--- config.mk ---
export PLATFORM = sky130hd
export DESIGN_NAME = fetch_unit
export DESIGN_NICKNAME = d
export VERILOG_FILES = /design/src/rtl/fetch_unit.sv
export SDC_FILE = /design/constraint.sdc
export NUM_CORES = 1
export LEC_CHECK = 0
export CAP_MARGIN = 30
export CORE_MARGIN = 2
export CORE_UTILIZATION = 44
export DETAILED_ROUTE_END_ITERATION = 16
export GPL_TIMING_DRIVEN = 1
export PLACE_DENSITY = 0.77
export SLEW_MARGIN = 20
export SYNTH_ARGS = -nofsm -noshare
export SYNTH_HDL_FRONTEND = slang
export SYNTH_SLANG_ARGS = --single-unit
--- constraint.sdc ---
create_clock -name clk -period 2.11 [get_ports clk]
set_clock_uncertainty 0.1 [all_clocks]
set_input_delay 0.211 -clock clk [delete_from_list [all_inputs] [get_ports clk]]
set_output_delay 0.211 -clock clk [all_outputs]
set_load 0.05 [all_outputs]
--- src/rtl/fetch_unit.sv ---
// Instruction fetch unit: sequential PC generation, single-outstanding
// instruction-memory handshake, branch redirect with in-flight response drop,
// and a one-entry output buffer toward decode.
// Build option: define FETCH_BNE_EN to let branch_ne redirect fetch;
// without it only beq-style branches are taken.
module fetch_unit #(
    parameter int unsigned PC_W     = 8,
    parameter int unsigned INSTR_W  = 32,
    parameter int unsigned RESET_PC = 0,
    parameter int unsigned PC_STEP  = 1
) (
    input  logic               clk,
    input  logic               reset,
    output logic               imem_req,
    output logic [PC_W-1:0]    imem_addr,
    input  logic               imem_ack,
    input  logic [INSTR_W-1:0] imem_rdata,
    output logic               instr_valid,
    input  logic               instr_ready,
    output logic [INSTR_W-1:0] instr,
    output logic [PC_W-1:0]    instr_pc,
    input  logic               br_valid,
    input  logic               branch_eq,
    input  logic               branch_ne,
    input  logic               zero,
    input  logic [PC_W-1:0]    br_pc,
    input  logic [PC_W-1:0]    br_offset,
    output logic [PC_W-1:0]    pc
);

    typedef enum logic [1:0] {IDLE, REQ, DROP, HOLD} state_t;

    state_t            state;
    logic              taken;
    logic [PC_W-1:0]   target;
    logic [PC_W-1:0]   pc_seq;

    // Branch resolution: taken decision and redirect target
`ifdef FETCH_BNE_EN
    assign taken = br_valid & ((branch_eq & zero) | (branch_ne & ~zero));
`else
    logic unused_branch_ne;
    assign unused_branch_ne = branch_ne;
    assign taken = br_valid & branch_eq & zero;
`endif

    assign target = br_pc + PC_W'(PC_STEP) + br_offset;
    assign pc_seq = pc + PC_W'(PC_STEP);

    // Fetch FSM with registered handshake, buffer and PC state
    always_ff @(posedge clk or posedge reset) begin
        if (reset) begin
            state       <= IDLE;
            pc          <= PC_W'(RESET_PC);
            imem_req    <= 1'b0;
            imem_addr   <= PC_W'(RESET_PC);
            instr_valid <= 1'b0;
            instr       <= '0;
            instr_pc    <= '0;
        end else begin
            case (state)
                IDLE: begin
                    if (taken) begin
                        pc <= target;
                    end else begin
                        state     <= REQ;
                        imem_req  <= 1'b1;
                        imem_addr <= pc;
                    end
                end
                REQ: begin
                    if (taken) begin
                        // A response arriving with the redirect is stale;
                        // without one, the outstanding request must be drained.
                        pc <= target;
                        if (imem_ack) begin
                            imem_addr <= target;
                        end else begin
                            state <= DROP;
                        end
                    end else if (imem_ack) begin
                        instr       <= imem_rdata;
                        instr_pc    <= imem_addr;
                        pc          <= pc_seq;
                        instr_valid <= 1'b1;
                        imem_req    <= 1'b0;
                        state       <= HOLD;
                    end
                end
                DROP: begin
                    if (taken) begin
                        pc <= target;
                    end
                    if (imem_ack) begin
                        state     <= REQ;
                        imem_addr <= taken ? target : pc;
                    end
                end
                HOLD: begin
                    if (taken) begin
                        instr_valid <= 1'b0;
                        pc          <= target;
                        imem_req    <= 1'b1;
                        imem_addr   <= target;
                        state       <= REQ;
                    end else if (instr_ready) begin
                        instr_valid <= 1'b0;
                        imem_req    <= 1'b1;
                        imem_addr   <= pc;
                        state       <= REQ;
                    end
                end
                default: state <= IDLE;
            endcase
        end
    end

endmodule

==> flow_summary.json, run 1 <==
{
  "clk_path_buf_depth": 2,
  "powerDensity_nw_per_um2": 1750,
  "viasPerCell": 5.14,
  "status": "completed",
  "finalCritPeriodShare_pct": 95.6,
  "placed_cells": 443,
  "ys_ff_latch": 60,
  "clockPowerShare_pct": 11.6,
  "gp_congestion": 0.780,
  "slowest_delay_ns": 0.42,
  "clock_latency_ns": 0.32,
  "ir_drop_mv": 0.521,
  "place_area_um2": 4290,
  "relSlewSlack_pct": 63.3,
  "clockRootBuffer": "clkbuf_8",
  "combPwrFrac_pct": 61.4,
  "slowest_stage": "clkdlybuf4s50_1",
  "drc": 0,
  "crit_fanout": 3,
  "drive_above_1_share_pct": 23.8,
  "antenna_cells": 0,
  "num-nets-final": 444,
  "avgSynthCellArea_um2": 12.2,
  "dp_worst_setup_slack_ns": -0.322,
  "r2r-start": "state[0]$_DFFE_PP0P_",
  "arrival_ns": 2.11,
  "io_pins": 114,
  "track_usage_pct": 19.6,
  "synthFlopType": "dfrtp_1",
  "grt_pass1_vias": 2386,
  "die_area_um2": 7460,
  "yosys-top-cells-count": "60 x dfrtp_1, 38 x mux2_2, 13 x ha_1, 12 x nand2_1, 11 x o21ai_0",
  "numCtsBuffers": 9,
  "worstPathCellList": "clkdlybuf4s50_1 > ha_1 > nor2_1 > a211oi_2 > a2111oi_1 > a2bb2oi_1 > o221ai_2",
  "first_pass_iters": 6,
  "p_switching_w": 0.00381,
  "ys_types": 46,
  "fp.dieH_um": 86.4,
  "first_iter_violations": 103,
  "yosys.area.top_type": "dfrtp_1",
  "crit_start": "br_pc[2]",
  "critical_path_required_ns": 2.21,
  "yosysMostFrequentCell": "dfrtp_1",
  "seq_area_frac_synth_pct": 50.3,
  "rsz0062_at_grt": "false",
  "nFillCells": 521,
  "finalWirelength_um": 6990,
  "grt_max_degree": 61,
  "synth_warnings": 0,
  "postCtsHoldBufs": 0,
  "max-cap-violations": 0,
  "synth_nets": 315,
  "stdcell_area_um2": 4490,
  "syn_inst": 245,
  "hold_violations": 0,
  "setup_viol": 0,
  "overflow": 0,
  "critPathCaptureType": "register",
  "grt_pass1_wl_um": 11500,
  "swShare_pct": 48.6,
  "maxSlewViolCount": 0,
  "p_seq_share_pct": 27.0,
  "final_cell_count_no_fill": 458,
  "worst_slack_ns": 0.0936,
  "htree_levels": 3,
  "cts_sinks": 60,
  "worst-setup-path-type": "input port to register",
  "synth_top_area_share_pct": 50.3,
  "clkSlewWorstSetupHoldPaths_ns": 0.07,
  "leakagePower_nw": 1.89,
  "core_area_um2": 6680,
  "postRouteAntennaNets": 0,
  "syn2layout_area_growth_pct": 50.3,
  "synth-async-reset-ratio_pct": 100,
  "dp_hpwl_um": 5250,
  "vias": 2356,
  "post_drt_wl_per_cell_um": 15.3,
  "rows": 30,
  "multi_input_area_um2": 1400,
  "max_freq_mhz": 496,
  "netlist_top_cells_area": "dfrtp_1 50%, mux2_2 14%, ha_1 5.5%",
  "p_int_w": 0.00404,
  "grt_antenna_before_repair": 0,
  "fin_crit_ns": 2.02,
  "cts_tree": "built",
  "numPortBuffers": 112,
  "regArea_um2": 1500,
  "syn-cell-area_um2": 2980,
  "die_x_um": 86.4,
  "final.setup.tns_ns": 0,
  "initial_utilization_pct": 44.7,
  "synth_edf_count": 0,
  "worst_pin_slew_ns": 0.548,
  "start_kind": "input port",
  "min-delay-path-class": "input port to asynchronous set/reset pin"
}
==> power by group through the flow <==
| stage | clock network (W) | registers [W] | logic [W] |
|---|---|---|---|
| after floorplan | 0 | 0.00403 | 0.00134 |
| after global placement | 0 | 0.00211 | 0.00476 |
| after detailed placement | 0 | 0.00214 | 0.00483 |
| after CTS | 0.000937 | 0.00212 | 0.00484 |
| after global routing | 0.00100 | 0.00219 | 0.00507 |
| final | 0.000909 | 0.00212 | 0.00482 |
==> placed cells by master (no fill, tap or decap), types with 5 or more instances in the layout <==
| cell | count |
|---|---|
| clkdlybuf4s50_1 | 112 |
| dfrtp_1 | 60 |
| mux2_2 | 38 |
| buf_4 | 13 |
| nand2_1 | 12 |
| ha_1 | 12 |
| o21ai_0 | 11 |
| clkbuf_8 | 11 |
| nor2_1 | 9 |
| a21oi_1 | 8 |
| xor2_1 | 8 |
| nand3_1 | 7 |
| inv_1 | 6 |
| xnor2_1 | 5 |
| mux2i_1 | 5 |
==> worst max-delay path, delay by kind of cell <==
kind / cells / cell delay (ns)
compound gates: 4 / 0.95
simple gates: 1 / 0.19
fa+ha+maj: 1 / 0.35
buf+inv: 1 / 0.42
==> timing repair <==
| item | 4_1_cts | 5_1_grt |
|---|---|---|
| setup buffers | 0 | 0 |
| resized for setup | 0 | 7 |
| setup endpoints to repair | 0 | 6 |
==> routing by layer <==
metal  vias to the layer above  global-route usage, %  routed length [µm]
met1                      1120                   25.4                3100
met3                         9                   5.33                 513
met4                         0                   6.96                  82
li1                       1131                      -                   -
met5                         -                      0                   0
met2                        96                   31.7                3290
==> cell type report <==
cell class | count | area share, %
flip-flops and latches | 60 | 33.5
multi-input cells | 166 | 31.1
repair buffers | 128 | 28.5
clock buffers | 11 | 3.38
well taps | 80 | 2.23
inverters | 9 | 0.753
clock inverters | 4 | 0.558
==> sequential cells by signal, summed over array words and instances, names as in the netlist <==
name,count
imem_addr,8
imem_req,1
instr_valid,1
state,2
pc,8
instr_pc,8
instr,32
==> worst paths after layout <==
kind / depth (start not counted) / end / slack, ns
worst max-delay path: 7 / imem_addr[7]$_DFFE_PP0P_ / 0.09
worst min-delay path: 3 / instr[2]$_DFFE_PP0P_ / 0.16
worst max register to register: 7 / imem_addr[5]$_DFFE_PP0P_ / 0.14
worst min register to register: 1 / instr_pc[4]$_DFFE_PP0P_ / 0.39
max in group asynchronous: 3 / pc[0]$_DFFE_PP0N_ / 1.47
min in group clk: 1 / instr_pc[4]$_DFFE_PP0P_ / 0.39
==> kinds of logic after synthesis <==
group                    after synthesis  share of synthesized area (%)
flip-flops                            60                           50.3
AO/OA/AOI/OAI                         47                           11.2
multiplexers                          45                           16.8
buffers and inverters                 19                           3.86
adder cells (fa/ha/maj)               14                           6.12
XOR/XNOR                              13                           3.82
AND/OR/NAND/NOR                       47                           7.97
==> metrics by stage <==
stage / total power [W] / util (%) / hold slack [ns]
5_1_grt: 0.00827 / 67.1 / 0.174
3_5_place_dp: 0.00697 / 64.2 / 0.385
3_3_place_gp: 0.00686 / 64.2 / 0.371
6_report: 0.00785 / 67.1 / 0.161
4_1_cts: 0.00790 / 66.8 / 0.173
2_1_floorplan: 0.00537 / - / 0.236
Note: power is estimated with default switching activity, not from simulation.
==> run 2, diff against run 1 <==
HOLD_SLACK_MARGIN = 0.06   (was not set)
==> results of run 2 <==
No change in the layout: final DEF, timing and power equal those of run 1.
